File: src/rtl/sdram_arbiter_pkg.sv
// Shared types and default widths for the two-port SDRAM burst arbiter.
package sdram_arbiter_pkg;

    localparam int ADDR_W = 22;
    localparam int DATA_W = 16;
    localparam int LEN_W  = 9;

    typedef enum logic [2:0] {
        S_INIT,
        S_IDLE,
        S_REQ,
        S_BURST,
        S_DONE,
        S_WAIT
    } state_t;

    // A zero-length request still moves one word.
    function automatic logic [LEN_W-1:0] fix_len(input logic [LEN_W-1:0] l);
        return (l == '0) ? LEN_W'(1) : l;
    endfunction

endpackage

File: src/rtl/sdram_arbiter_if.sv
// Requester-side and sdram_top-side signal bundle of the burst arbiter.
interface sdram_arbiter_if;
    import sdram_arbiter_pkg::*;

    logic              p0_req;
    logic              p0_we;
    logic [ADDR_W-1:0] p0_addr;
    logic [LEN_W-1:0]  p0_len;
    logic [DATA_W-1:0] p0_wdata;
    logic              p0_ack;
    logic [DATA_W-1:0] p0_rdata;
    logic              p0_done;

    logic              p1_req;
    logic              p1_we;
    logic [ADDR_W-1:0] p1_addr;
    logic [LEN_W-1:0]  p1_len;
    logic [DATA_W-1:0] p1_wdata;
    logic              p1_ack;
    logic [DATA_W-1:0] p1_rdata;
    logic              p1_done;

    logic              sdram_init_done;
    logic              sdram_busy;
    logic              sdram_wr_req;
    logic [ADDR_W-1:0] sdram_wr_addr;
    logic [LEN_W-1:0]  sdwr_bytes;
    logic [DATA_W-1:0] sdram_wr_data;
    logic              sdram_wr_ack;
    logic              sdram_rd_req;
    logic [ADDR_W-1:0] sdram_rd_addr;
    logic [LEN_W-1:0]  sdrd_bytes;
    logic [DATA_W-1:0] sdram_rd_data;
    logic              sdram_rd_ack;

    modport slave (
        input  p0_req, p0_we, p0_addr, p0_len, p0_wdata,
        input  p1_req, p1_we, p1_addr, p1_len, p1_wdata,
        input  sdram_init_done, sdram_busy,
        input  sdram_wr_ack, sdram_rd_data, sdram_rd_ack,
        output p0_ack, p0_rdata, p0_done,
        output p1_ack, p1_rdata, p1_done,
        output sdram_wr_req, sdram_wr_addr, sdwr_bytes, sdram_wr_data,
        output sdram_rd_req, sdram_rd_addr, sdrd_bytes
    );

    modport master (
        output p0_req, p0_we, p0_addr, p0_len, p0_wdata,
        output p1_req, p1_we, p1_addr, p1_len, p1_wdata,
        output sdram_init_done, sdram_busy,
        output sdram_wr_ack, sdram_rd_data, sdram_rd_ack,
        input  p0_ack, p0_rdata, p0_done,
        input  p1_ack, p1_rdata, p1_done,
        input  sdram_wr_req, sdram_wr_addr, sdwr_bytes, sdram_wr_data,
        input  sdram_rd_req, sdram_rd_addr, sdrd_bytes
    );

endinterface

File: src/rtl/sdram_arbiter_rr.sv
// Two-way round-robin picker: rr_ptr breaks the tie when both ports ask.
module sdram_arbiter_rr (
    input  logic [1:0] req,
    input  logic       rr_ptr,
    output logic       grant_valid,
    output logic       grant_id
);

    assign grant_valid = |req;
    assign grant_id    = (&req) ? rr_ptr : req[1];

endmodule

File: src/rtl/sdram_arbiter.sv
// Shares the sdram_top user port between two burst requesters,
// one burst at a time, round-robin, gated by SDRAM init.
module sdram_arbiter
    import sdram_arbiter_pkg::*;
(
    input  logic           clock,
    input  logic           reset,
    sdram_arbiter_if.slave bus
);

    state_t            state, state_n;
    logic              rr_ptr, gnt, lat_we;
    logic [LEN_W-1:0]  lat_len, cnt, cnt_inc;
    logic              grant_valid, grant_id;
    logic              start, active, hit, last;
    logic              sel_we;
    logic [ADDR_W-1:0] sel_addr;
    logic [LEN_W-1:0]  sel_len;
    logic              wr_req, rd_req;
    logic [ADDR_W-1:0] wr_addr, rd_addr;
    logic [LEN_W-1:0]  wr_len, rd_len;
    logic [1:0]        done_q, rack_q;
    logic [DATA_W-1:0] rdata0, rdata1;

    sdram_arbiter_rr u_rr (
        .req         ({bus.p1_req, bus.p0_req}),
        .rr_ptr      (rr_ptr),
        .grant_valid (grant_valid),
        .grant_id    (grant_id)
    );

    assign sel_we   = grant_id ? bus.p1_we   : bus.p0_we;
    assign sel_addr = grant_id ? bus.p1_addr : bus.p0_addr;
    assign sel_len  = grant_id ? bus.p1_len  : bus.p0_len;

    assign active  = (state == S_REQ) || (state == S_BURST);
    assign hit     = active && (lat_we ? bus.sdram_wr_ack : bus.sdram_rd_ack);
    assign cnt_inc = cnt + 1'b1;
    assign last    = hit && (cnt_inc == lat_len);
    assign start   = (state == S_IDLE) && bus.sdram_init_done &&
                     !bus.sdram_busy && grant_valid;

    always_comb begin
        state_n = state;
        unique case (state)
            S_INIT:  if (bus.sdram_init_done) state_n = S_IDLE;
            S_IDLE: begin
                if (!bus.sdram_init_done) state_n = S_INIT;
                else if (start)           state_n = S_REQ;
            end
            S_REQ: begin
                if (last)     state_n = S_DONE;
                else if (hit) state_n = S_BURST;
            end
            S_BURST: if (last) state_n = S_DONE;
            S_DONE:  state_n = S_WAIT;
            S_WAIT: begin
                if (!bus.sdram_busy)
                    state_n = bus.sdram_init_done ? S_IDLE : S_INIT;
            end
            default: state_n = S_INIT;
        endcase
    end

    always_ff @(posedge clock or posedge reset) begin
        if (reset) begin
            state   <= S_INIT;
            rr_ptr  <= 1'b0;
            gnt     <= 1'b0;
            lat_we  <= 1'b0;
            lat_len <= '0;
            cnt     <= '0;
            wr_req  <= 1'b0;
            rd_req  <= 1'b0;
            wr_addr <= '0;
            rd_addr <= '0;
            wr_len  <= '0;
            rd_len  <= '0;
            done_q  <= '0;
            rack_q  <= '0;
            rdata0  <= '0;
            rdata1  <= '0;
        end else begin
            state  <= state_n;
            done_q <= '0;
            rack_q <= '0;
            if (start) begin
                gnt     <= grant_id;
                lat_we  <= sel_we;
                lat_len <= fix_len(sel_len);
                cnt     <= '0;
                if (sel_we) begin
                    wr_req  <= 1'b1;
                    wr_addr <= sel_addr;
                    wr_len  <= fix_len(sel_len);
                end else begin
                    rd_req  <= 1'b1;
                    rd_addr <= sel_addr;
                    rd_len  <= fix_len(sel_len);
                end
            end
            // Read words are retimed so ack and rdata line up.
            if (hit) begin
                cnt <= cnt_inc;
                if (!lat_we) begin
                    rack_q[gnt] <= 1'b1;
                    if (gnt) rdata1 <= bus.sdram_rd_data;
                    else     rdata0 <= bus.sdram_rd_data;
                end
            end
            if (last) begin
                wr_req      <= 1'b0;
                rd_req      <= 1'b0;
                done_q[gnt] <= 1'b1;
            end
            if (state == S_DONE) rr_ptr <= ~gnt;
        end
    end

    assign bus.p0_ack   = (hit && lat_we && !gnt) || rack_q[0];
    assign bus.p1_ack   = (hit && lat_we &&  gnt) || rack_q[1];
    assign bus.p0_rdata = rdata0;
    assign bus.p1_rdata = rdata1;
    assign bus.p0_done  = done_q[0];
    assign bus.p1_done  = done_q[1];

    assign bus.sdram_wr_req  = wr_req;
    assign bus.sdram_wr_addr = wr_addr;
    assign bus.sdwr_bytes    = wr_len;
    assign bus.sdram_wr_data = gnt ? bus.p1_wdata : bus.p0_wdata;
    assign bus.sdram_rd_req  = rd_req;
    assign bus.sdram_rd_addr = rd_addr;
    assign bus.sdrd_bytes    = rd_len;

endmodule

File: src/flat_wrapper.sv
// flat-port wrapper written by rule: the top's interface ports become plain ports
module sdram_arbiter_flat import sdram_arbiter_pkg::*;
  (clock, reset, bus_p0_req, bus_p0_we, bus_p0_addr, bus_p0_len, bus_p0_wdata, bus_p1_req, bus_p1_we, bus_p1_addr, bus_p1_len, bus_p1_wdata, bus_sdram_init_done, bus_sdram_busy, bus_sdram_wr_ack, bus_sdram_rd_data, bus_sdram_rd_ack, bus_p0_ack, bus_p0_rdata, bus_p0_done, bus_p1_ack, bus_p1_rdata, bus_p1_done, bus_sdram_wr_req, bus_sdram_wr_addr, bus_sdwr_bytes, bus_sdram_wr_data, bus_sdram_rd_req, bus_sdram_rd_addr, bus_sdrd_bytes);
  sdram_arbiter_if bus_i ();
  input  logic clock;
  input  logic reset;
  input wire logic [$bits(bus_i.p0_req)-1:0] bus_p0_req;
  input wire logic [$bits(bus_i.p0_we)-1:0] bus_p0_we;
  input wire logic [$bits(bus_i.p0_addr)-1:0] bus_p0_addr;
  input wire logic [$bits(bus_i.p0_len)-1:0] bus_p0_len;
  input wire logic [$bits(bus_i.p0_wdata)-1:0] bus_p0_wdata;
  input wire logic [$bits(bus_i.p1_req)-1:0] bus_p1_req;
  input wire logic [$bits(bus_i.p1_we)-1:0] bus_p1_we;
  input wire logic [$bits(bus_i.p1_addr)-1:0] bus_p1_addr;
  input wire logic [$bits(bus_i.p1_len)-1:0] bus_p1_len;
  input wire logic [$bits(bus_i.p1_wdata)-1:0] bus_p1_wdata;
  input wire logic [$bits(bus_i.sdram_init_done)-1:0] bus_sdram_init_done;
  input wire logic [$bits(bus_i.sdram_busy)-1:0] bus_sdram_busy;
  input wire logic [$bits(bus_i.sdram_wr_ack)-1:0] bus_sdram_wr_ack;
  input wire logic [$bits(bus_i.sdram_rd_data)-1:0] bus_sdram_rd_data;
  input wire logic [$bits(bus_i.sdram_rd_ack)-1:0] bus_sdram_rd_ack;
  output wire logic [$bits(bus_i.p0_ack)-1:0] bus_p0_ack;
  output wire logic [$bits(bus_i.p0_rdata)-1:0] bus_p0_rdata;
  output wire logic [$bits(bus_i.p0_done)-1:0] bus_p0_done;
  output wire logic [$bits(bus_i.p1_ack)-1:0] bus_p1_ack;
  output wire logic [$bits(bus_i.p1_rdata)-1:0] bus_p1_rdata;
  output wire logic [$bits(bus_i.p1_done)-1:0] bus_p1_done;
  output wire logic [$bits(bus_i.sdram_wr_req)-1:0] bus_sdram_wr_req;
  output wire logic [$bits(bus_i.sdram_wr_addr)-1:0] bus_sdram_wr_addr;
  output wire logic [$bits(bus_i.sdwr_bytes)-1:0] bus_sdwr_bytes;
  output wire logic [$bits(bus_i.sdram_wr_data)-1:0] bus_sdram_wr_data;
  output wire logic [$bits(bus_i.sdram_rd_req)-1:0] bus_sdram_rd_req;
  output wire logic [$bits(bus_i.sdram_rd_addr)-1:0] bus_sdram_rd_addr;
  output wire logic [$bits(bus_i.sdrd_bytes)-1:0] bus_sdrd_bytes;
  assign bus_i.p0_req = bus_p0_req;
  assign bus_i.p0_we = bus_p0_we;
  assign bus_i.p0_addr = bus_p0_addr;
  assign bus_i.p0_len = bus_p0_len;
  assign bus_i.p0_wdata = bus_p0_wdata;
  assign bus_i.p1_req = bus_p1_req;
  assign bus_i.p1_we = bus_p1_we;
  assign bus_i.p1_addr = bus_p1_addr;
  assign bus_i.p1_len = bus_p1_len;
  assign bus_i.p1_wdata = bus_p1_wdata;
  assign bus_i.sdram_init_done = bus_sdram_init_done;
  assign bus_i.sdram_busy = bus_sdram_busy;
  assign bus_i.sdram_wr_ack = bus_sdram_wr_ack;
  assign bus_i.sdram_rd_data = bus_sdram_rd_data;
  assign bus_i.sdram_rd_ack = bus_sdram_rd_ack;
  assign bus_p0_ack = bus_i.p0_ack;
  assign bus_p0_rdata = bus_i.p0_rdata;
  assign bus_p0_done = bus_i.p0_done;
  assign bus_p1_ack = bus_i.p1_ack;
  assign bus_p1_rdata = bus_i.p1_rdata;
  assign bus_p1_done = bus_i.p1_done;
  assign bus_sdram_wr_req = bus_i.sdram_wr_req;
  assign bus_sdram_wr_addr = bus_i.sdram_wr_addr;
  assign bus_sdwr_bytes = bus_i.sdwr_bytes;
  assign bus_sdram_wr_data = bus_i.sdram_wr_data;
  assign bus_sdram_rd_req = bus_i.sdram_rd_req;
  assign bus_sdram_rd_addr = bus_i.sdram_rd_addr;
  assign bus_sdrd_bytes = bus_i.sdrd_bytes;
  sdram_arbiter u_core (.clock(clock), .reset(reset), .bus(bus_i));
endmodule
File: config.mk
export PLATFORM = sky130hd
export DESIGN_NAME = sdram_arbiter_flat
export DESIGN_NICKNAME = d
export VERILOG_FILES = /design/src/rtl/sdram_arbiter_pkg.sv /design/src/rtl/sdram_arbiter_if.sv /design/src/rtl/sdram_arbiter_rr.sv /design/src/rtl/sdram_arbiter.sv /design/src/flat_wrapper.sv
export SDC_FILE = /design/constraint.sdc
export NUM_CORES = 1
export LEC_CHECK = 0
export ABC_AREA = 1
export BUFFER_PORTS_ARGS = -buffer_cell sky130_fd_sc_hd__buf_4
export CELL_PAD_IN_SITES_DETAIL_PLACEMENT = 2
export CELL_PAD_IN_SITES_GLOBAL_PLACEMENT = 2
export CORE_ASPECT_RATIO = 0.7
export CORE_MARGIN = 2
export CORE_UTILIZATION = 30
export CTS_BUF_LIST = sky130_fd_sc_hd__clkbuf_8
export DETAILED_ROUTE_END_ITERATION = 16
export PLACE_DENSITY_LB_ADDON = 0.1
export SLEW_MARGIN = 30
export SYNTH_ARGS = -nofsm -noshare
export SYNTH_HDL_FRONTEND = slang
export SYNTH_HIERARCHICAL = 1
export SYNTH_SLANG_ARGS = --single-unit
File: constraint.sdc
create_clock -name clock -period 6.61 [get_ports clock]
set_clock_uncertainty 0.2 [all_clocks]
set_input_delay 1.322 -clock clock [delete_from_list [all_inputs] [get_ports clock]]
set_output_delay 1.322 -clock clock [all_outputs]
set_load 0.05 [all_outputs]
==> results.md, run 1 <==
Outcome:
- The flow ran to the end, and the final reports show no timing, DRC or antenna violations.

Setup path:
- The first element of the critical path is u_core/gnt.
- The startpoint identified for the worst register-to-register timing path is u_core/gnt.
- For this run, the slowest stage of the critical path takes ~0.83 ns.
- The kind of end point of the critical path is a primary output.
- Along the worst path, the maximum fanout reaches 22.
- The largest individual stage delay along the critical path comes from the cell sky130_fd_sc_hd__dfrtp_1.
- On the critical path the largest part of the delay comes from buffers and inverters.
- The signal on the critical path passes through clkinv_1 > o21bai_1 > buf_4.
- The data required time of the worst path is about 5.1 ns.
- The kind of launch point of the worst setup path is a register.
- The critical path is of the reg2out type.
- At the worst endpoint, the arrival time is 2.61 ns.
- Together, buffers and inverters on the worst path number 2.

Logic synthesis:
- Averaged over all synthesized cells, the footprint is 8.94 µm².
- The number of nets in the synthesized netlist is ~770.
- The netlist uses 34 different library cells.
- Of the total synthesized cell area, the portion taken by full adders, half adders and majority gates is 0.00217.
- In this run, synthesis inferred 0 flip-flops with an integrated enable.
- The total number of yosys warnings is 6.
- The share of the synthesized area in compound gates (AO/OA/AOI/OAI) was 0.0790.
- Synthesis handed over a netlist of 645 instances.
- For this run, asynchronously set or reset flops after synthesis account for 1.00.
- The combinational family with the most area after synthesis is simple AND/OR/NAND/NOR gates.
- The register bit count reported by yosys is ~120.
- The most instantiated flip-flop cell in the synthesis netlist is sky130_fd_sc_hd__dfrtp_1.
- The post-synthesis simple-gate area fraction is 0.222.
- The cell area that synthesis handed to floorplanning was about 5800 µm².
- The proportion of synthesized area in mux cells is 0.0952.
- Of the synthesized area, sequential elements account for 0.538.
- The parity-gate share of the synthesized area counting xor and xnor cells is 0.00282.

Drt:
- For this block, the via count after detailed routing is between 5000 and 6000.
- The final wirelength is between 20000 and 25000 µm.
- The via count normalized by instance count is roughly 4.7.
- The number of remaining DRC errors is 0.
- The residual antenna-violating net count after detailed routing is 0.
- The routed length per instance is between 15 and 20 µm.
- For this run, the detailed router's first-pass iteration total came to 4.
- After the first detailed-routing iteration, the DRC count stood at 208.

Clocking:
- At the later pin of the worst-skew pair, clock insertion delay measures ~0.45 ns.
- Counting along the longest clock path gives a buffer depth of 2.
- The number of clock buffers added by TritonCTS is 17.
- In this run the post-CTS setup repair buffer count came out at 0.
- CTS placed an instance of sky130_fd_sc_hd__clkbuf_8 at the clock tree root.
- Once the clock tree was built, the resizer swapped 0 gates to a different size.
- The depth of the CTS H-tree is 4.
- CTS saw ~120 sinks.
- Clock-pin slew was measured on the worst setup and hold paths at roughly 0.08 ns.
- The hold-fix buffer count after cts is 0.
- TritonCTS built the clock tree.

Place:
- The instance area at placement is about 8000 µm².
- The post-detailed-placement half-perimeter wirelength is around 15000 µm.
- The port buffer count is about 240.
- The placer congestion estimate is around 0.75.

Global routing:
- The number of antenna violations at the first check in global routing is 0.
- Entering global routing, the biggest net connects between 70 and 80 pins.
- The total overflow reported by the global router is 0.
- The wire length of the first global-routing pass is between 30000 and 40000 µm.
- Across every metal layer, demand over resource in global routing totals 0.208.
- The number of global-route vias before repair is 6090.

Final layout:
- The synthesis-to-layout area growth is 42.2%.
- The final design instance area without fill is about 8000 µm².
- The total inserted antenna cells is 0.
- The number of nets in the finished design is roughly 1000.
- The proportion of layout cells with a drive suffix above 1 is 0.351.

Timing:
- The fmax is ~0.24 GHz.
- The slew at the pin with the worst max-slew slack is 0.850 ns.
- For the final routed database, the setup TNS stands at 0 ns.
- The final-report max-slew violation count is 0.
- Setup repair after global routing left no endpoint under its margin.
- The relative slew slack is 0.430.
- The minimum clock period is between 4 and 5 ns.
- Setup violations remaining at the end of the flow were counted as 0.
- The number of failing hold endpoints at the final stage is 0.
- The fraction of the cycle the final worst path needs is 0.624.

Min path:
- The startpoint of the lowest-slack hold path is u_core/rr_ptr.
- The class of the tightest hold or removal check is reg2reg.

Power and ir drop:
- Power spread over the standard cell area amounts to 543 nW/µm².
- The analysis attributes to cell leakage a power of 0.00429 µW.
- Total power for the finished layout comes to between 4000 and 5000 µW.
- The worst-case IR drop observed on VDD is between 0.0003 and 0.0004 V.

Floorplan:
- The overall die area is about 20000 µm².
- The placement row count is 42.
- In this run the count of I/O pins placed on the die edge is 236.
- After floorplanning, the core was sized to cover between 15000 and 20000 µm².
- The die span in x is between 150 and 200 µm.
- The die boundary height is 120 µm.
- The starting density of the core is 0.306.

Job:
- The number of maximum-capacitance constraint violations is 0.
## worst paths after layout
check	cells past startpoint	slack (ns)	endpoint
setup / recovery	3	2.48	bus_p1_ack
hold / removal	2	0.29	u_core/rr_ptr
setup reg to reg	4	3.05	u_core/bus.p1_rdata[1]
hold reg to reg	2	0.29	u_core/rr_ptr
max in group asynchronous	3	4.24	u_core/lat_len[3]
min in group asynchronous	2	0.76	u_core/bus.p1_rdata[1]
## flip-flops by register name, summed over array words and instances (netlist names)
| register | cells |
|---|---|
| u_core/bus.p0_rdata | 16 |
| u_core/bus.p1_rdata | 16 |
| u_core/bus.sdram_rd_addr | 22 |
| u_core/bus.sdram_rd_req | 1 |
| u_core/bus.sdram_wr_addr | 22 |
| u_core/bus.sdram_wr_req | 1 |
| u_core/bus.sdrd_bytes | 9 |
| u_core/bus.sdwr_bytes | 9 |
| u_core/cnt | 9 |
| u_core/done_q | 2 |
| u_core/gnt | 1 |
| u_core/lat_len | 9 |
| u_core/lat_we | 1 |
| u_core/rack_q | 2 |
| u_core/rr_ptr | 1 |
| u_core/state | 3 |
## worst register-to-register path, cell delays in order (launching register included)
cell,delay [ns]
sky130_fd_sc_hd__dfrtp_1,0.83
sky130_fd_sc_hd__clkinv_1,0.74
sky130_fd_sc_hd__nor3_1,0.45
sky130_fd_sc_hd__clkinv_1,0.74
sky130_fd_sc_hd__o21ai_0,0.50
## synthesized netlist by cell type, types with 2 or more instances
library cell | count | area, µm²
sky130_fd_sc_hd__inv_2 | 3 | 11.3
sky130_fd_sc_hd__o21bai_1 | 3 | 22.5
sky130_fd_sc_hd__buf_2 | 3 | 15.0
sky130_fd_sc_hd__mux2_2 | 21 | 236
sky130_fd_sc_hd__nand3_1 | 19 | 95.1
sky130_fd_sc_hd__nand3b_1 | 2 | 15.0
sky130_fd_sc_hd__nor2_2 | 2 | 12.5
sky130_fd_sc_hd__nand2_1 | 248 | 931
sky130_fd_sc_hd__nand4_1 | 5 | 31.3
sky130_fd_sc_hd__nand3_2 | 2 | 20.0
sky130_fd_sc_hd__o21a_1 | 16 | 120
sky130_fd_sc_hd__nor2_1 | 18 | 67.6
sky130_fd_sc_hd__nor3_1 | 2 | 10.0
sky130_fd_sc_hd__o21ai_0 | 52 | 260
sky130_fd_sc_hd__nor2_4 | 4 | 45.0
sky130_fd_sc_hd__buf_4 | 3 | 22.5
sky130_fd_sc_hd__buf_1 | 2 | 7.51
sky130_fd_sc_hd__or2_1 | 2 | 12.5
sky130_fd_sc_hd__buf_6 | 4 | 45.0
sky130_fd_sc_hd__mux2i_1 | 2 | 20.0
sky130_fd_sc_hd__nand2_2 | 4 | 25.0
sky130_fd_sc_hd__mux2_1 | 26 | 293
sky130_fd_sc_hd__o22ai_1 | 4 | 25.0
sky130_fd_sc_hd__clkbuf_1 | 15 | 56.3
sky130_fd_sc_hd__inv_1 | 51 | 191
sky130_fd_sc_hd__dfrtp_1 | 124 | 3100
## power breakdown
group	internal, µW	switching [µW]	total [µW]
Clock	350	359	709
Sequential	1090	259	1350
Combinational	721	1670	2390
Total	2160	2290	4450
## layout make-up
cell class	count	area, µm²
multi-input combinational	439	2310
sequential	124	3100
clock buffer	17	234
fill	2092	10700
clock inverter	15	179
timing repair buffer	240	1860
inverter	55	211
tap	242	303
## stage by stage
step	setup slack, ns	std cells	hold WS, ns	util
6_report	2.48	1132	0.290	0.435
5_1_grt	2.21	1132	0.314	0.435
4_1_cts	2.42	1132	0.297	0.435
3_5_place_dp	2.27	1100	0.278	0.413
3_3_place_gp	2.18	1097	0.269	0.408
2_1_floorplan	1.79	645	0.253	-
## cell usage in the layout, fill, tap and decap left out, types with 3 or more instances in the layout
master and n:
sky130_fd_sc_hd__buf_16 3, sky130_fd_sc_hd__buf_4 237, sky130_fd_sc_hd__clkbuf_8 17, sky130_fd_sc_hd__clkinv_1 3, sky130_fd_sc_hd__dfrtp_1 124, sky130_fd_sc_hd__inv_1 49, sky130_fd_sc_hd__inv_2 3, sky130_fd_sc_hd__inv_6 4
sky130_fd_sc_hd__inv_8 5, sky130_fd_sc_hd__mux2_1 26, sky130_fd_sc_hd__mux2_2 21, sky130_fd_sc_hd__nand2_1 248, sky130_fd_sc_hd__nand2_2 4, sky130_fd_sc_hd__nand3_1 19, sky130_fd_sc_hd__nand4_1 5, sky130_fd_sc_hd__nor2_1 18
sky130_fd_sc_hd__nor2_4 4, sky130_fd_sc_hd__o21a_1 16, sky130_fd_sc_hd__o21ai_0 52, sky130_fd_sc_hd__o21bai_1 3, sky130_fd_sc_hd__o22ai_1 4
## cell families after synthesis
logic type,count (synthesis)
adders and majority gates,1
xor gates and xnor gates,1
and+or+nand+nor,309
muxes,49
DFF,124
buffers and inverters,82
AOI/OAI and AO/OA,79
## routing by layer
layer	wire length (µm)	global-route usage
met4	279	0.0588
met1	8580	0.258
met3	1110	0.0607
met5	0	0
met2	10200	0.353
Power figures use the tool's default switching activity.
==> run 2, diff against run 1 <==
--- a/config.mk
+++ b/config.mk
@@ -5,13 +5,13 @@
 export SDC_FILE = /design/constraint.sdc
 export NUM_CORES = 1
 export LEC_CHECK = 0
-export ABC_AREA = 1
+export ABC_AREA = 0
 export BUFFER_PORTS_ARGS = -buffer_cell sky130_fd_sc_hd__buf_4
 export CELL_PAD_IN_SITES_DETAIL_PLACEMENT = 2
 export CELL_PAD_IN_SITES_GLOBAL_PLACEMENT = 2
 export CORE_ASPECT_RATIO = 0.7
 export CORE_MARGIN = 2
-export CORE_UTILIZATION = 30
+export CORE_UTILIZATION = 29
 export CTS_BUF_LIST = sky130_fd_sc_hd__clkbuf_8
 export DETAILED_ROUTE_END_ITERATION = 16
 export PLACE_DENSITY_LB_ADDON = 0.1
==> constraint.sdc (replaced) <==
create_clock -name clock -period 3.96 [get_ports clock]
set_clock_uncertainty 0.2 [all_clocks]
set_input_delay 0.792 -clock clock [delete_from_list [all_inputs] [get_ports clock]]
set_output_delay 0.792 -clock clock [all_outputs]
set_load 0.05 [all_outputs]
==> run 2 against run 1 <==
  * Setup slack got worse by 1.6 ns
  * Die area decreased by 1.1%
  * Sequential share of layout area increased by 1.0 points
  * Clock-buffer cell count increased by 2
  * Combinational power increased by 72%
  * Non-clock buffer count increased by 3
  * Flip-flop and latch count unchanged
  * Synthesized cell count decreased by 18%
  * Total power increased by 70%
  * Core utilization decreased by 0.92 points
  * Cell count decreased by 11%
  * Highest routed layer unchanged
==> results.md, run 2 <==
Drt:
- The total iterations of the first detailed-routing run is 4.
- The number of remaining DRC errors is 0.
- The routed layout has slightly below 5000 vias.
- Using the TritonRoute via totals, the vias-per-cell ratio works out to ~4.8.
- The final wirelength is between 15000 and 20000 µm.
- The number of DRC violations after detailed-routing iteration 0 is about 190.
- In the final routed layout, each cell accounts on average for 19.4 µm.
- In this run the remaining antenna-violating nets after routing total 0.

Power and ir drop:
- The share of total power dissipated in sequential elements is 0.297.
- The leakage dissipation is just under 0.004 µW.
- Of the total power, the clock network draws 0.159.
- Of the total power, combinational logic draws 0.544.
- The switching component of the power is 3840 µW.
- Power comes to 7580 µW.
- The fraction of power spent switching nets is 0.507.
- IR analysis of the VDD net gives a maximum drop of 0.000415 V.
- The total power per unit cell area is 949 nW/µm².
- The internal cell power is roughly 3700 µW.

Timing:
- In this run the tightest slew margin relative to its limit is 0.411.
- The number of failing hold endpoints at the final stage is 0.
- The setup violation total in the final timing report is 0.
- At the pin with the least slew margin, the transition time is just under 0.9 ns.
- The final-report max-slew violation count is 0.
- Dividing the final minimum period by the clock period gives 0.785.
- The final setup TNS is 0 ns.
- Counting I/O delays and the setup requirement, the final critical path takes about 3.1 ns.
- Setup repair after global routing left no endpoint under its margin.
- The worst-case hold slack is roughly 0.16 ns.
- The fmax is between 0.3 and 0.4 GHz.

Final layout:
- The proportion of layout cells with a drive suffix above 1 is 0.419.
- The synthesis-to-layout area growth is 44.8%.
- The library cell used most frequently in the layout, excluding fill and tap cells, is sky130_fd_sc_hd__buf_4.
- After routing the design area is about 8000 µm².
- The library cells used most frequently in the layout, excluding fill and tap cells, are 241 x sky130_fd_sc_hd__buf_4, 124 x sky130_fd_sc_hd__dfrtp_1, 123 x sky130_fd_sc_hd__nand2_1.
- Fill cells in the final layout number 1996.
- The total inserted antenna cells is 0.
- The number of nets in the finished design is a little under 900.

Setup path:
- In this design, the stage delay of the slowest critical-path cell is roughly 0.7 ns.
- The worst register-to-register path begins at u_core/cnt[0].
- The arrival time of data at the critical path endpoint is between 3 and 4 ns.
- The worst setup path is captured at a register.
- The first element of the critical path is u_core/cnt[0].
- The worst-path cell with the longest stage delay is sky130_fd_sc_hd__a2111oi_4.
- The data required time of the worst path is between 4 and 5 ns.
- Walking the worst path, the cells encountered are ha_1 > xor3_1 > nor3_1 > o2111ai_1 > a2111oi_4 > o32ai_1.
- The startpoint-to-endpoint class of the critical path is reg2reg.
- The worst-path maximum fanout is 12.
- The kind of launch point of the worst setup path is a register.

Clocking:
- The tree built by TritonCTS fans out to 124 sinks.
- The CTS tree is yes.
- The number of buffers inserted to repair setup after CTS is 0.
- The clock transition at the register clock pins on the worst setup and hold paths after CTS is approximately 0.08 ns.
- The deepest clock path buffer count is 2.
- The depth of the CTS H-tree is 4.
- Post-CTS repair changed the size of 0 cells.
- The root buffer cell chosen for the clock tree is sky130_fd_sc_hd__clkbuf_8.
- Clock tree synthesis inserted a total of 17 buffers.
- The hold-fix buffer count after cts is 0.
- The worst-skew pair later-pin latency is ~0.45 ns.

Global routing:
- The number of antenna violations at the first check in global routing is 0.
- The maximum number of pins on one net before global-route repair is slightly below 90.
- The wire length of the first global-routing pass is 31300 µm.
- The total overflow reported by the global router is 0.
- The number of global-route vias before repair is ~5500.
- For this run, the total global-route usage over all layers was measured as 0.203.

Floorplan:
- The area of the placeable core is between 15000 and 20000 µm².
- The die span in x is approximately 170 µm.
- The I/O pin total is between 200 and 250.
- The placement row count is 42.
- The initial utilization of the core area, before any placement, comes to 0.294.
- The overall die area is 20200 µm².
- The die boundary height is 119 µm.

Logic synthesis:
- Yosys mapped the design onto 53 distinct sky130hd cell types.
- Of the post-synthesis cell area, the dominant cell type holds 0.563.
- The register area share after synthesis is 0.563.
- The number of synthesized flops with an enable pin is 0.
- By area the synthesized netlist is led by sky130_fd_sc_hd__dfrtp_1 56%, sky130_fd_sc_hd__nand2_1 8.4%, sky130_fd_sc_hd__mux2_2 7.1%.
- The commonest cells after synthesis are 124 x sky130_fd_sc_hd__dfrtp_1, 124 x sky130_fd_sc_hd__nand2_1, 78 x sky130_fd_sc_hd__o21ai_0.
- In this run, synthesis produced a sequential element count of between 100 and 150.
- In the synthesized netlist the async set-or-reset flop fraction comes to 1.00.
- The number of standard cells after synthesis is 526.
- After synthesis, the mean cell area works out to ~10 µm².
- The total number of yosys warnings is 6.
- The number of nets handed over by synthesis was 647.
- In this run the cell area of the synthesized design comes to about 5500 µm².
- The most instantiated flip-flop cell in the synthesis netlist is sky130_fd_sc_hd__dfrtp_1.
- The largest total area in the synthesized netlist belongs to sky130_fd_sc_hd__dfrtp_1.

Job:
- The tool flagged a number of max-cap violations equal to 0.

Place:
- In this run the cell area measured after placement is between 7000 and 8000 µm².
- The port buffer count is 235.
- Once detailed placement completed, the half-perimeter wirelength came to about 15000 µm.
- The placer congestion estimate is roughly 0.8.

Outcome:
- The run finished with clean final reports.

Min path:
- The class of the tightest hold or removal check is in2async.
-- run 2: cell count changes after synthesis, sizes merged, moves of 16 or more --
cell   previous run  this run
inv              54         8
mux2i             2        31
nand2           252       125
nand3            21         5
nor2             24         6
o21ai            54        82
-- run 2: through the flow --
stage	setup WS [ns]	util	instances
2_1_floorplan	1.41	-	526
3_3_place_gp	0.932	0.403	980
3_5_place_dp	0.868	0.403	980
4_1_cts	0.859	0.426	1012
5_1_grt	0.690	0.426	1012
6_report	0.851	0.426	1012
-- run 2: worst paths after layout --
check                                                to  slack [ns]  cells after the start
setup / recovery                        u_core/state[0]        0.85                      6
hold / removal             u_core/bus.sdram_wr_addr[19]        0.16                      2
setup reg to reg                        u_core/state[0]        0.85                      6
hold reg to reg                  u_core/bus.p1_rdata[8]        0.28                      2
max in group asynchronous              u_core/done_q[1]        2.58                      3
min in group clock               u_core/bus.p1_rdata[8]        0.28                      2
-- run 2: power by group through the flow --
stage	Combinational, µW	Sequential [µW]	Clock (µW)
floorplan	1130	3850	0
global placement	4040	2230	0
detailed placement	4150	2280	0
CTS	4170	2270	1250
global route	4370	2330	1310
finish	4120	2250	1210
-- run 2: per-layer routing --
metal / track usage / routed length (µm) / part of all wire
met5: 0 / 0 / 0
met4: 0.0474 / 181 / 0.0092
met3: 0.0724 / 1330 / 0.067
met2: 0.331 / 9640 / 0.49
met1: 0.258 / 8500 / 0.43
-- run 2: area by class of cell --
cell class | instances | area, µm² | share of cell area
timing repair buffer | 243 | 1850 | 0.232
sequential | 124 | 3100 | 0.389
inverter | 9 | 37.5 | 0.00470
clock buffer | 19 | 262 | 0.0327
tap | 242 | 303 | 0.0379
multi-input combinational | 362 | 2270 | 0.284
clock inverter | 13 | 165 | 0.0207
-- run 2: logic make-up after synthesis --
group,Yosys count,synth area share
AND/OR/NAND/NOR,172,0.139
flip-flops,124,0.563
AO/OA/AOI/OAI,113,0.120
multiplexers,66,0.128
buffers and inverters,40,0.0300
XOR/XNOR,10,0.0186
adder cells (fa/ha/maj),1,0.00227
-- run 2: worst max-delay path: cells and delay by family (launching register included) --
family	cells	cell delay, ns
AOI/OAI and AO/OA	3	1.06
xor gates and xnor gates	1	0.51
adders and majority gates	1	0.54
DFF	1	0.50
and+or+nand+nor	1	0.16
==> run 3, diff against run 2 <==
--- a/config.mk
+++ b/config.mk
@@ -11,7 +11,7 @@
 export CELL_PAD_IN_SITES_GLOBAL_PLACEMENT = 2
 export CORE_ASPECT_RATIO = 0.7
 export CORE_MARGIN = 2
-export CORE_UTILIZATION = 29
+export CORE_UTILIZATION = 26
 export CTS_BUF_LIST = sky130_fd_sc_hd__clkbuf_8
 export DETAILED_ROUTE_END_ITERATION = 16
 export PLACE_DENSITY_LB_ADDON = 0.1
==> constraint.sdc (replaced) <==
create_clock -name clock -period 2.8 [get_ports clock]
set_clock_uncertainty 0.2 [all_clocks]
set_input_delay 0.56 -clock clock [delete_from_list [all_inputs] [get_ports clock]]
set_output_delay 0.56 -clock clock [all_outputs]
set_load 0.05 [all_outputs]
==> run 3 against run 2 <==
  * Setup slack got worse by 0.61 ns
  * Global-route usage decreased by 2.2 points
  * Total power increased by 41%
==> results.md, run 3 (same netlist as run 2, synthesis figures left out) <==
Outcome:
- The flow ran to the end, and the final reports show no timing, DRC or antenna violations.

Timing:
- The number of failing hold endpoints at the final stage was 0.
- The relative slew slack is 0.428.
- The final-report max-slew violation count was 0.
- The minimum clock period is 2.56 ns.
- Dividing the final minimum period by the clock period gives 0.915.
- After routing, the total negative slack on setup checks comes to 0 ns.
- The slew at the pin with the worst max-slew slack is roughly 0.86 ns.
- Derived from the worst setup path, the maximum achievable clock frequency is a little under 0.4 GHz.
- Setup violations remaining at the end of the flow were counted as 0.
- Setup repair after global routing left no endpoint under its margin.

Floorplan:
- The floorplan step defined a die boundary enclosing around 22000 µm².
- The die span in x is approximately 180 µm.
- Measured along the y axis, the die boundary spans about 130 µm.
- The area of the placeable core is slightly above 20000 µm².
- The I/O pin total is around 240.
- The placement row count is 44.
- For this configuration, the core starts out at a cell density of 0.266.

Drt:
- The total iterations of the first detailed-routing run is 4.
- Dividing the detail-routed wire length by the instance count gives around 19 µm.
- The final layout contains routed wiring with a total length of slightly below 20000 µm.
- The routed layout has 4904 vias.
- The number of DRC violations after detailed-routing iteration 0 is 173.
- The number of remaining DRC errors is 0.
- The count of nets left with antenna violations once routing finished came out at 0.
- Dividing the detail-routed via count by the number of cells gives 4.67.

Clocking:
- The clock transition at the register clock pins on the worst setup and hold paths after CTS is roughly 0.080 ns.
- The worst-skew pair later-pin latency is roughly 0.44 ns.
- The clock root buffer is sky130_fd_sc_hd__clkbuf_8.
- For this design, the sink count on the clock tree is approximately 120.
- The total CTS buffers is 17.
- The number of buffers inserted to repair setup after CTS is 0.
- The depth of the CTS H-tree is 4.
- TritonCTS built the clock tree.
- The deepest clock path buffer count is 2.

Job:
- Max-cap violations in this run came to 0.

Power and ir drop:
- The fraction of power consumed by sequential logic is 0.295.
- The worst vdd rail ir drop is ~0.00054 V.
- The internal cell power is ~5300 µW.
- The analysis attributes to net switching a power of 5420 µW.
- The relative contribution of the clock network to total power is 0.158.
- The fraction of power spent switching nets is 0.507.
- The share of total power dissipated in combinational logic is 0.546.
- The analysis attributes to cell leakage a power of around 0.0039 µW.
- The total power per unit cell area is about 1300 nW/µm².

Setup path:
- The kind of end point of the critical path is a register.
- The startpoint-to-endpoint class of the critical path is reg2reg.
- For the worst setup path, the data required time is just under 3 ns.
- The critical path goes through ha_1 > xor3_1 > nor3_1 > o2111ai_1 > a2111oi_4 > o32ai_1.
- The slowest stage of the critical path belongs to the cell sky130_fd_sc_hd__a2111oi_4.
- The largest single stage delay on the critical path is 0.60 ns.
- Broken down by cell family, the worst path's largest delay share belongs to compound AO/OA/AOI/OAI gates.
- The kind of launch point of the worst setup path is a register.
- The worst-path maximum fanout is 8.
- The register-to-register setup slack is approximately 0.24 ns.
- The number of buffers and inverters on the critical path is 0.
- Data on the critical path arrives at its endpoint at 2.65 ns.

Min path:
- The class of the tightest hold or removal check is in2reg.

Global routing:
- The aggregate global-route resource usage is 0.181.
- The total overflow reported by the global router is 0.
- Entering global routing, the biggest net connects 60 pins.
- The number of antenna violations at the first check in global routing was 0.
- The number of global-route vias before repair is between 5000 and 6000.
- The first global-routing pass estimated 31000 µm of wire.

Place:
- In this run the tool buffered the top-level ports with 235 buffer cells.
- The placer congestion estimate is around 0.77.
- The post-detailed-placement half-perimeter wirelength is between 10000 and 15000 µm.

Final layout:
- For this run, the share of the core covered by cells in the final layout is 0.388.
- After the last flow step, the layout net total stands at between 800 and 900.
- In the layout the commonest cells are 245 x sky130_fd_sc_hd__buf_4, 123 x sky130_fd_sc_hd__nand2_1, 123 x sky130_fd_sc_hd__dfrtp_1.
- The synthesis-to-layout area growth is 46.1%.
- The library cell used most frequently in the layout, excluding fill and tap cells, is sky130_fd_sc_hd__buf_4.
- The proportion of layout cells with a drive suffix above 1 is 0.422.
- The number of antenna diodes in the final layout is 0.
## run 3: power by group through the flow
stage | sequential [µW] | clock (µW) | combinational [µW]
after floorplan | 5440 | 0 | 1600
after global placement | 3140 | 0 | 5800
after detailed placement | 3200 | 0 | 5920
after CTS | 3180 | 1750 | 5930
after global routing | 3290 | 1830 | 6200
final | 3160 | 1690 | 5840
## run 3: final cells by class
cell class,instances,area [µm²]
Clock buffer,18,248
Clock inverter,13,168
Fill cell,2240,12700
Inverter,9,37.5
Multi-Input combinational cell,362,2260
Sequential cell,124,3100
Tap cell,276,345
Timing Repair Buffer,248,1890
## run 3: final timing paths
check,endpoint,start,depth (start not counted)
min in group asynchronous,u_core/bus.sdram_wr_addr[1],reset,3
worst max register to register,u_core/state[0],u_core/cnt[0],6
max in group asynchronous,u_core/bus.p1_rdata[1],reset,4
worst min register to register,u_core/bus.sdram_rd_addr[17],u_core/bus.sdram_rd_addr[17],2
worst min-delay path,u_core/bus.p1_rdata[14],bus_sdram_rd_data[14],3
worst max-delay path,u_core/state[0],u_core/cnt[0],6
## run 3: stage by stage
stage	total power [µW]	worst slack (ns)	instance area, µm²	std cells	hold WS (ns)
final	10700	0.237	8050	1050	0.110
after global placement	8940	0.331	7630	1018	0.260
after global routing	11300	0.0485	8050	1050	0.0967
after detailed placement	9120	0.212	7630	1018	0.273
after floorplan	7040	0.478	5520	526	0.263
after CTS	10900	0.00147	8050	1050	0.0708
## run 3: what timing repair did
item,4_1_cts,5_1_grt
hold buffers,1,0
endpoints found under the hold margin,18,0
setup endpoints to repair,0,17
gates resized for setup,0,1
## run 3: routing by layer
metal / track usage / vias to the layer above / part of all wire
li1: - / 2280 / -
met1: 0.226 / 2482 / 0.43
met2: 0.297 / 116 / 0.49
met3: 0.0622 / 26 / 0.065
met4: 0.0521 / 0 / 0.016
met5: 0 / - / 0
## run 3: worst min-delay path, delay by kind of cell
family / cells / cell delay [ns]
simple gates: 2 / 0.08
buf+inv: 1 / 0.08
